==> src/rtl/conv_row_pkg.sv <==
// conv_row_pkg: shared FSM encoding, accumulator sizing and saturation bounds for conv_row_engine
package conv_row_pkg;
  typedef logic [2:0] state_t;
  localparam state_t S_IDLE    = 3'd0;
  localparam state_t S_W_FETCH = 3'd1;
  localparam state_t S_W_WAIT  = 3'd2;
  localparam state_t S_STREAM  = 3'd3;
  localparam state_t S_DRAIN   = 3'd4;
  localparam state_t S_FINISH  = 3'd5;
  localparam int DRAIN_LEN = 4;
  function automatic int acc_width(input int bw, input int taps);
    return 2 * bw + $clog2(taps + 1);
  endfunction
  function automatic longint sat_hi(input int bw);
    return (longint'(1) <<< (bw - 1)) - 1;
  endfunction
  function automatic longint sat_lo(input int bw);
    return -(longint'(1) <<< (bw - 1));
  endfunction
endpackage

==> src/rtl/conv_mac_pipe.sv <==
// conv_mac_pipe: multiply / sum / round-saturate datapath with valid and filter/position tags
// Ports: i_clk, i_rst_n (async active-low); i_valid/i_filter/i_pos tag a RAM read issued this
// cycle; i_data arrives one cycle later; i_coef/i_bias are the latched filter weights;
// o_valid/o_filter/o_pos/o_data emerge four cycles after the read.
// Build option: RELU_EN clamps negative results to zero after saturation.
module conv_mac_pipe
  import conv_row_pkg::*;
#(
  parameter int BIT_WIDTH   = 16,
  parameter int FRAC_BITS   = 8,
  parameter int TAPS        = 5,
  parameter int DEPTH_BITS  = 9,
  parameter int FILTER_BITS = 3
) (
  input  logic                      i_clk,
  input  logic                      i_rst_n,
  input  logic                      i_valid,
  input  logic [FILTER_BITS-1:0]    i_filter,
  input  logic [DEPTH_BITS-1:0]     i_pos,
  input  logic [TAPS*BIT_WIDTH-1:0] i_data,
  input  logic [TAPS*BIT_WIDTH-1:0] i_coef,
  input  logic [BIT_WIDTH-1:0]      i_bias,
  output logic                      o_valid,
  output logic [FILTER_BITS-1:0]    o_filter,
  output logic [DEPTH_BITS-1:0]     o_pos,
  output logic [BIT_WIDTH-1:0]      o_data
);
  localparam int AW = acc_width(BIT_WIDTH, TAPS);
  localparam int PW = 2 * BIT_WIDTH;
  localparam logic signed [AW-1:0] SAT_HI = AW'(sat_hi(BIT_WIDTH));
  localparam logic signed [AW-1:0] SAT_LO = AW'(sat_lo(BIT_WIDTH));
  logic                    r_v0, r_v1, r_v2;
  logic [FILTER_BITS-1:0]  r_f0, r_f1, r_f2;
  logic [DEPTH_BITS-1:0]   r_p0, r_p1, r_p2;
  logic signed [PW-1:0]    r_prod [TAPS];
  logic signed [AW-1:0]    r_sum;
  logic signed [AW-1:0]    w_sum;
  logic signed [AW-1:0]    w_shift;
  logic [BIT_WIDTH-1:0]    w_sat;
  logic [BIT_WIDTH-1:0]    w_res;
  // Bias is aligned to the product's Q position and the rounding half-LSB is folded in here
  always_comb begin
    w_sum = (AW'($signed(i_bias)) <<< FRAC_BITS) + (AW'(1) <<< (FRAC_BITS - 1));
    for (int k = 0; k < TAPS; k++) w_sum = w_sum + AW'(r_prod[k]);
  end
  assign w_shift = r_sum >>> FRAC_BITS;
  assign w_sat   = (w_shift > SAT_HI) ? SAT_HI[BIT_WIDTH-1:0] :
                   (w_shift < SAT_LO) ? SAT_LO[BIT_WIDTH-1:0] : w_shift[BIT_WIDTH-1:0];
`ifdef RELU_EN
  assign w_res = w_sat[BIT_WIDTH-1] ? '0 : w_sat;
`else
  assign w_res = w_sat;
`endif
  always_ff @(posedge i_clk or negedge i_rst_n) begin
    if (!i_rst_n) begin
      {r_v0, r_v1, r_v2, o_valid} <= '0;
      {r_f0, r_f1, r_f2, o_filter} <= '0;
      {r_p0, r_p1, r_p2, o_pos} <= '0;
      for (int k = 0; k < TAPS; k++) r_prod[k] <= '0;
      r_sum  <= '0;
      o_data <= '0;
    end else begin
      r_v0 <= i_valid;
      r_f0 <= i_filter;
      r_p0 <= i_pos;
      r_v1 <= r_v0;
      r_f1 <= r_f0;
      r_p1 <= r_p0;
      for (int k = 0; k < TAPS; k++)
        r_prod[k] <= PW'($signed(i_data[k*BIT_WIDTH +: BIT_WIDTH])) *
                     PW'($signed(i_coef[k*BIT_WIDTH +: BIT_WIDTH]));
      r_v2     <= r_v1;
      r_f2     <= r_f1;
      r_p2     <= r_p1;
      r_sum    <= w_sum;
      o_valid  <= r_v2;
      o_filter <= r_f2;
      o_pos    <= r_p2;
      o_data   <= w_res;
    end
  end
endmodule

==> src/rtl/conv_row_engine.sv <==
// conv_row_engine: per-filter weight fetch, position streaming and result write control for 1-D convolution
// Ports: i_clk, i_rst_n (async active-low), i_start, i_num_positions, i_last_filter,
// i_data_read_data, i_weight_read_data; o_data_ram_*, o_weight_ram_* read ports,
// o_result_write_* write port, o_busy, o_done.
// Build option: RELU_EN (handled in conv_mac_pipe) writes negative results as zero.
module conv_row_engine
  import conv_row_pkg::*;
#(
  parameter int BIT_WIDTH   = 16,
  parameter int FRAC_BITS   = 8,
  parameter int TAPS        = 5,
  parameter int DEPTH_BITS  = 9,
  parameter int FILTER_BITS = 3
) (
  input  logic                          i_clk,
  input  logic                          i_rst_n,
  input  logic                          i_start,
  input  logic [DEPTH_BITS-1:0]         i_num_positions,
  input  logic [FILTER_BITS-1:0]        i_last_filter,
  input  logic [TAPS*BIT_WIDTH-1:0]     i_data_read_data,
  input  logic [(TAPS+1)*BIT_WIDTH-1:0] i_weight_read_data,
  output logic [DEPTH_BITS-1:0]         o_data_ram_address,
  output logic                          o_data_ram_read_en,
  output logic [FILTER_BITS-1:0]        o_weight_ram_address,
  output logic                          o_weight_ram_read_en,
  output logic                          o_result_write_en,
  output logic [FILTER_BITS-1:0]        o_result_write_filter,
  output logic [DEPTH_BITS-1:0]         o_result_write_position,
  output logic [BIT_WIDTH-1:0]          o_result_write_data,
  output logic                          o_busy,
  output logic                          o_done
);
  state_t                          r_state;
  logic                            r_skip;
  logic [DEPTH_BITS-1:0]           r_n;
  logic [DEPTH_BITS-1:0]           r_p;
  logic [FILTER_BITS-1:0]          r_last;
  logic [FILTER_BITS-1:0]          r_f;
  logic [$clog2(DRAIN_LEN)-1:0]    r_dcnt;
  logic [TAPS*BIT_WIDTH-1:0]       r_coef;
  logic [BIT_WIDTH-1:0]            r_bias;
  // A zero-length run holds FINISH one extra cycle (r_skip) so Done lands two cycles after Start
  always_ff @(posedge i_clk or negedge i_rst_n) begin
    if (!i_rst_n) begin
      r_state <= S_IDLE;
      r_skip  <= 1'b0;
      r_n     <= '0;
      r_p     <= '0;
      r_last  <= '0;
      r_f     <= '0;
      r_dcnt  <= '0;
      r_coef  <= '0;
      r_bias  <= '0;
    end else begin
      case (r_state)
        S_IDLE: if (i_start) begin
          r_n     <= i_num_positions;
          r_last  <= i_last_filter;
          r_f     <= '0;
          r_p     <= '0;
          r_skip  <= (i_num_positions == '0);
          r_state <= (i_num_positions == '0) ? S_FINISH : S_W_FETCH;
        end
        S_W_FETCH: r_state <= S_W_WAIT;
        S_W_WAIT: begin
          r_coef  <= i_weight_read_data[TAPS*BIT_WIDTH-1:0];
          r_bias  <= i_weight_read_data[TAPS*BIT_WIDTH +: BIT_WIDTH];
          r_p     <= '0;
          r_state <= S_STREAM;
        end
        S_STREAM: if (r_p == r_n - 1'b1) begin
          r_dcnt  <= '0;
          r_state <= S_DRAIN;
        end else begin
          r_p <= r_p + 1'b1;
        end
        S_DRAIN: if (r_dcnt == ($clog2(DRAIN_LEN))'(DRAIN_LEN - 1)) begin
          r_f     <= (r_f == r_last) ? r_f : r_f + 1'b1;
          r_state <= (r_f == r_last) ? S_FINISH : S_W_FETCH;
        end else begin
          r_dcnt <= r_dcnt + 1'b1;
        end
        S_FINISH: begin
          r_skip  <= 1'b0;
          r_state <= r_skip ? S_FINISH : S_IDLE;
        end
        default: r_state <= S_IDLE;
      endcase
    end
  end
  assign o_data_ram_address   = r_p;
  assign o_data_ram_read_en   = (r_state == S_STREAM);
  assign o_weight_ram_address = r_f;
  assign o_weight_ram_read_en = (r_state == S_W_FETCH);
  assign o_busy               = (r_state != S_IDLE);
  assign o_done               = (r_state == S_FINISH) && !r_skip;
  conv_mac_pipe #(
    .BIT_WIDTH(BIT_WIDTH), .FRAC_BITS(FRAC_BITS), .TAPS(TAPS),
    .DEPTH_BITS(DEPTH_BITS), .FILTER_BITS(FILTER_BITS)
  ) u_pipe (
    .i_clk    (i_clk),
    .i_rst_n  (i_rst_n),
    .i_valid  (o_data_ram_read_en),
    .i_filter (r_f),
    .i_pos    (r_p),
    .i_data   (i_data_read_data),
    .i_coef   (r_coef),
    .i_bias   (r_bias),
    .o_valid  (o_result_write_en),
    .o_filter (o_result_write_filter),
    .o_pos    (o_result_write_position),
    .o_data   (o_result_write_data)
  );
endmodule
==> config.mk <==
export PLATFORM = sky130hd
export DESIGN_NAME = conv_row_engine
export DESIGN_NICKNAME = d
export VERILOG_FILES = /design/src/rtl/conv_row_pkg.sv /design/src/rtl/conv_mac_pipe.sv /design/src/rtl/conv_row_engine.sv
export SDC_FILE = /design/constraint.sdc
export NUM_CORES = 2
export LEC_CHECK = 0
export ABC_CLOCK_PERIOD_IN_PS = 20400
export CAP_MARGIN = 20
export CORE_ASPECT_RATIO = 0.8
export CORE_MARGIN = 2
export CORE_UTILIZATION = 30
export CTS_CLUSTER_SIZE = 12
export DETAILED_ROUTE_END_ITERATION = 16
export DONT_BUFFER_PORTS = 1
export PLACE_DENSITY = 0.5
export SYNTH_ARGS = -nofsm -noshare
export SYNTH_HDL_FRONTEND = slang
export SYNTH_HIERARCHICAL = 1
export SYNTH_SLANG_ARGS = --single-unit
==> constraint.sdc <==
create_clock -name i_clk -period 20.4 [get_ports i_clk]
set_clock_uncertainty 0.2 [all_clocks]
set_input_delay 1.02 -clock i_clk [delete_from_list [all_inputs] [get_ports i_clk]]
set_output_delay 1.02 -clock i_clk [all_outputs]
set_load 0.05 [all_outputs]
==> run_summary.xml <==
<?xml version="1.0" encoding="UTF-8"?>
<metrics>
  <group name="synth">
    <metric name="synth.yosys.warnings" unit="">6</metric>
    <metric name="synthesis.nets" unit="">8513</metric>
    <metric name="netlist_top_cells_count" unit="">1617 x inv_1, 1430 x fa_1, 651 x nand2_1</metric>
    <metric name="syn-instance-count" unit="">6438</metric>
    <metric name="synth_flop_cell" unit="">dfrtp_1</metric>
    <metric name="post_synth_top_area_share" unit="%">44.23</metric>
    <metric name="synth_enable_flop_cells" unit="">0</metric>
    <metric name="postSynthAreaPerCell" unit="um^2">10.05</metric>
    <metric name="mappedNetlistArea" unit="mm^2">0.06472</metric>
    <metric name="synth_area_leader_cell" unit="">fa_1</metric>
    <metric name="seq_area_frac_synth" unit="%">14.73</metric>
    <metric name="postSynthRegisterBits" unit="">381</metric>
    <metric name="synth.area.top_cells" unit="">fa_1 44%, dfrtp_1 15%, inv_1 9.4%, ha_1 8.8%, and2_1 6.1%</metric>
    <metric name="synthMostInstantiatedCell" unit="">inv_1</metric>
    <metric name="synth.lib_cells_used.distinct" unit="">86</metric>
    <metric name="postSynth.asyncResetShare" unit="%">100.0</metric>
  </group>
  <group name="timing">
    <metric name="rsz0062_at_grt" unit="">false</metric>
    <metric name="period_needed" unit="ns">7.263</metric>
    <metric name="slew_headroom" unit="%">26.27</metric>
    <metric name="finalSetupTns" unit="ns">0</metric>
    <metric name="setup_viol" unit="">0</metric>
    <metric name="final_hold_violation_count" unit="">0</metric>
    <metric name="worst_slew_pin_slew" unit="ns">1.106</metric>
    <metric name="achievable-frequency" unit="GHz">0.1377</metric>
    <metric name="timing.final.crit_share" unit="%">35.60</metric>
    <metric name="timing_max_transition_violations_final" unit="">0</metric>
  </group>
  <group name="global_routing">
    <metric name="number_of_global_route_vias_before_repair" unit="">46080</metric>
    <metric name="grt_pass1_wl" unit="um">274200</metric>
    <metric name="grt_start_max_net_pins" unit="">382</metric>
    <metric name="number_of_antenna_violations_at_the_first_check_in_global_routing" unit="">18</metric>
    <metric name="grt_usage" unit="%">16.28</metric>
    <metric name="global_route.overflow_total" unit="">0</metric>
  </group>
  <group name="detailed_routing">
    <metric name="vias_cell" unit="">4.494</metric>
    <metric name="totalWireLength" unit="um">171500</metric>
    <metric name="detailed_route_wire_length_per_cell" unit="um">18.61</metric>
    <metric name="drt-pass1-iter-count" unit="">5</metric>
    <metric name="route.vias.total" unit="">41410</metric>
    <metric name="drc_errors" unit="">0</metric>
    <metric name="drt-initial-drc-count" unit="">1856</metric>
    <metric name="detail-route-antenna-nets" unit="">0</metric>
  </group>
  <group name="critical_path">
    <metric name="setup.worst_path.end_class" unit="">register</metric>
    <metric name="worst-setup-path-type" unit="">reg -&gt; reg</metric>
    <metric name="setup.worst_path.start_class" unit="">register</metric>
    <metric name="timing.critical_path.slowest_cell_delay" unit="ns">0.88</metric>
    <metric name="timing.critical_path.slowest_stage_cell" unit="">dfrtp_1</metric>
    <metric name="crit_required" unit="ns">20.77</metric>
    <metric name="crit_path_max_fanout" unit="">17</metric>
    <metric name="arrival_time_at_the_worst_endpoint" unit="ns">7.63</metric>
    <metric name="cell_repeated_most_along_the_worst_path" unit="">fa_1</metric>
    <metric name="critical_path.cell_chain" unit="">nand2_1 -&gt; fa_1 -&gt; inv_1 -&gt; fa_1 -&gt; inv_1 -&gt; fa_1 -&gt; inv_1 -&gt; fa_1 -&gt; fa_1 -&gt; inv_1 -&gt; fa_1 -&gt; inv_1 -&gt; ha_1 -&gt; a21oi_1 -&gt; o21ai_0 -&gt; o21bai_1 -&gt; a21oi_1 -&gt; a21boi_0 -&gt; a41o_1 -&gt; a2111oi_0 -&gt; o21bai_1 -&gt; a21oi_1 -&gt; xnor2_1</metric>
  </group>
  <group name="finish">
    <metric name="regArea" unit="mm^2">0.009534</metric>
    <metric name="filler_cell_count" unit="">22230</metric>
    <metric name="drive_above_1_share" unit="%">3.836</metric>
    <metric name="syn_to_final_growth" unit="%">7.528</metric>
    <metric name="multi_input_logic_area" unit="mm^2">0.04847</metric>
    <metric name="layout.cell_area.non_filler" unit="mm^2">0.06960</metric>
    <metric name="number_of_nets_in_the_layout" unit="">8396</metric>
  </group>
  <group name="clock_tree">
    <metric name="worst_setup_hold_path_clk_slew" unit="ns">0.07</metric>
    <metric name="post-cts-setup-buffer-count" unit="">0</metric>
    <metric name="ctsLongestPathBuffers" unit="">3</metric>
    <metric name="cts.root.buffer_cell" unit="">clkbuf_16</metric>
    <metric name="cts-resized-gates" unit="">0</metric>
    <metric name="tritoncts.num_buffers" unit="">52</metric>
    <metric name="cts.sink_count" unit="">381</metric>
    <metric name="clk-insertion-delay-late" unit="ns">0.70</metric>
    <metric name="number_of_levels_in_the_clock_h_tree" unit="">2</metric>
    <metric name="clock_tree_from_tritoncts" unit="">done</metric>
  </group>
  <group name="die">
    <metric name="floorplan.io_pins" unit="">236</metric>
    <metric name="core_area" unit="mm^2">0.2145</metric>
    <metric name="die-height" unit="um">419.4</metric>
    <metric name="rows" unit="">152</metric>
    <metric name="die_area" unit="mm^2">0.2195</metric>
    <metric name="initial_utilization" unit="%">30.17</metric>
    <metric name="floorplan.die.width" unit="um">523.3</metric>
  </group>
  <group name="placement">
    <metric name="gpl.final_weighted_congestion" unit="">0.8473</metric>
    <metric name="placement.io_buffers" unit="">0</metric>
    <metric name="place_area" unit="mm^2">0.06769</metric>
    <metric name="hpwlAfterDp" unit="um">140100</metric>
  </group>
  <group name="status">
    <metric name="outcome" unit="">complete, no violations</metric>
  </group>
  <group name="job">
    <metric name="max_cap_viols" unit="">0</metric>
  </group>
  <group name="worst_hold_path">
    <metric name="worstHoldPathType" unit="">in -&gt; async</metric>
  </group>
</metrics>
## routing by layer
| metal | vias up | routed length [um] | GRT usage (%) |
|---|---|---|---|
| met5 | - | 15 | 0 |
| met4 | 2 | 2539 | 2.673 |
| met3 | 114 | 8044 | 2.488 |
| met2 | 750 | 81510 | 26.73 |
| met1 | 21810 | 79390 | 22.99 |
| li1 | 18740 | - | - |
## flip-flops by register name, indices dropped and copies added (netlist names)
register and cells:
u_pipe/r_f1 3, u_pipe/o_pos 9, u_pipe/r_prod 160, r_skip 1, u_pipe/r_f2 3, r_state 3, r_dcnt 2, u_pipe/o_data 16
r_coef 80, r_bias 16, u_pipe/r_f0 3, u_pipe/o_valid 1, u_pipe/r_p0 9, u_pipe/r_v0 1, o_weight_ram_address 3, u_pipe/r_v1 1
u_pipe/r_p2 9, r_last 3, u_pipe/r_v2 1, o_data_ram_address 9, r_n 9, u_pipe/r_sum 27, u_pipe/o_filter 3, u_pipe/r_p1 9
## final cells by class
type	count	share of cell area, %
Multi-Input combinational cell	4258	69.64
Sequential cell	381	13.70
Inverter	1617	8.721
Tap cell	2849	5.122
Clock buffer	62	2.010
Clock inverter	32	0.5789
Timing Repair Buffer	11	0.2103
Antenna cell	5	0.01798
## worst paths after layout
path	start	endpoint	slack [ns]	cells past startpoint
min in group i_clk	u_pipe/r_f2[1]	u_pipe/o_filter[1]	0.14	0
worst max-delay path	r_coef[7]	u_pipe/r_prod[159]	13.14	23
max in group asynchronous	i_rst_n	r_coef[65]	18.11	3
worst min register to register	u_pipe/r_f2[1]	u_pipe/o_filter[1]	0.14	0
worst min-delay path	i_rst_n	r_coef[10]	0.03	1
worst max register to register	r_coef[7]	u_pipe/r_prod[159]	13.14	23
## stage by stage
step	hold slack [ns]	util [%]	cells	setup slack, ns
floorplan	0.1312	-	6438	13.42
global placement	0.1316	31.55	9112	13.04
detailed placement	0.1347	31.55	9112	13.01
CTS	0.1356	32.40	9207	13.08
global route	0.01793	32.44	9212	12.71
finish	0.03189	32.44	9215	13.14
## cell families after synthesis
group,share of synthesized area [%]
compound gates,4.587
mux,1.889
fa+ha+maj,53.01
flops,14.73
xor+xnor,2.828
simple gates,12.51
buf+inv,10.45
## placed cells by master, fill, tap and decap left out, types with 38 or more instances in the layout
cell type / count
clkbuf_16: 52
nor2_1: 152
fa_1: 1430
dfrtp_1: 381
o21a_1: 38
xor2_1: 44
nand2_1: 651
ha_1: 454
a21o_1: 66
inv_1: 1617
and2_1: 627
mux2_2: 105
xnor2_1: 165
a21oi_1: 127
o21ai_0: 60
nand2b_1: 40
## worst max-delay path: cells and delay by family, from the launching register on
family                   cells  cell delay, ns
AO/OA/AOI/OAI                9            2.06
XOR/XNOR                     1            0.20
adder cells (fa/ha/maj)      7            3.33
buffers and inverters        5            0.25
flip-flops                   1            0.88
AND/OR/NAND/NOR              1            0.20
## repair_timing
action / CTS / global route
setup endpoints to repair: 0 / 0
hold buffers: 1 / 0
endpoints found under the hold margin: 381 / 0
Power is left out: the tool's default activity adds up to more than one toggle a clock period on the data nets, which glitch-free logic cannot reach.
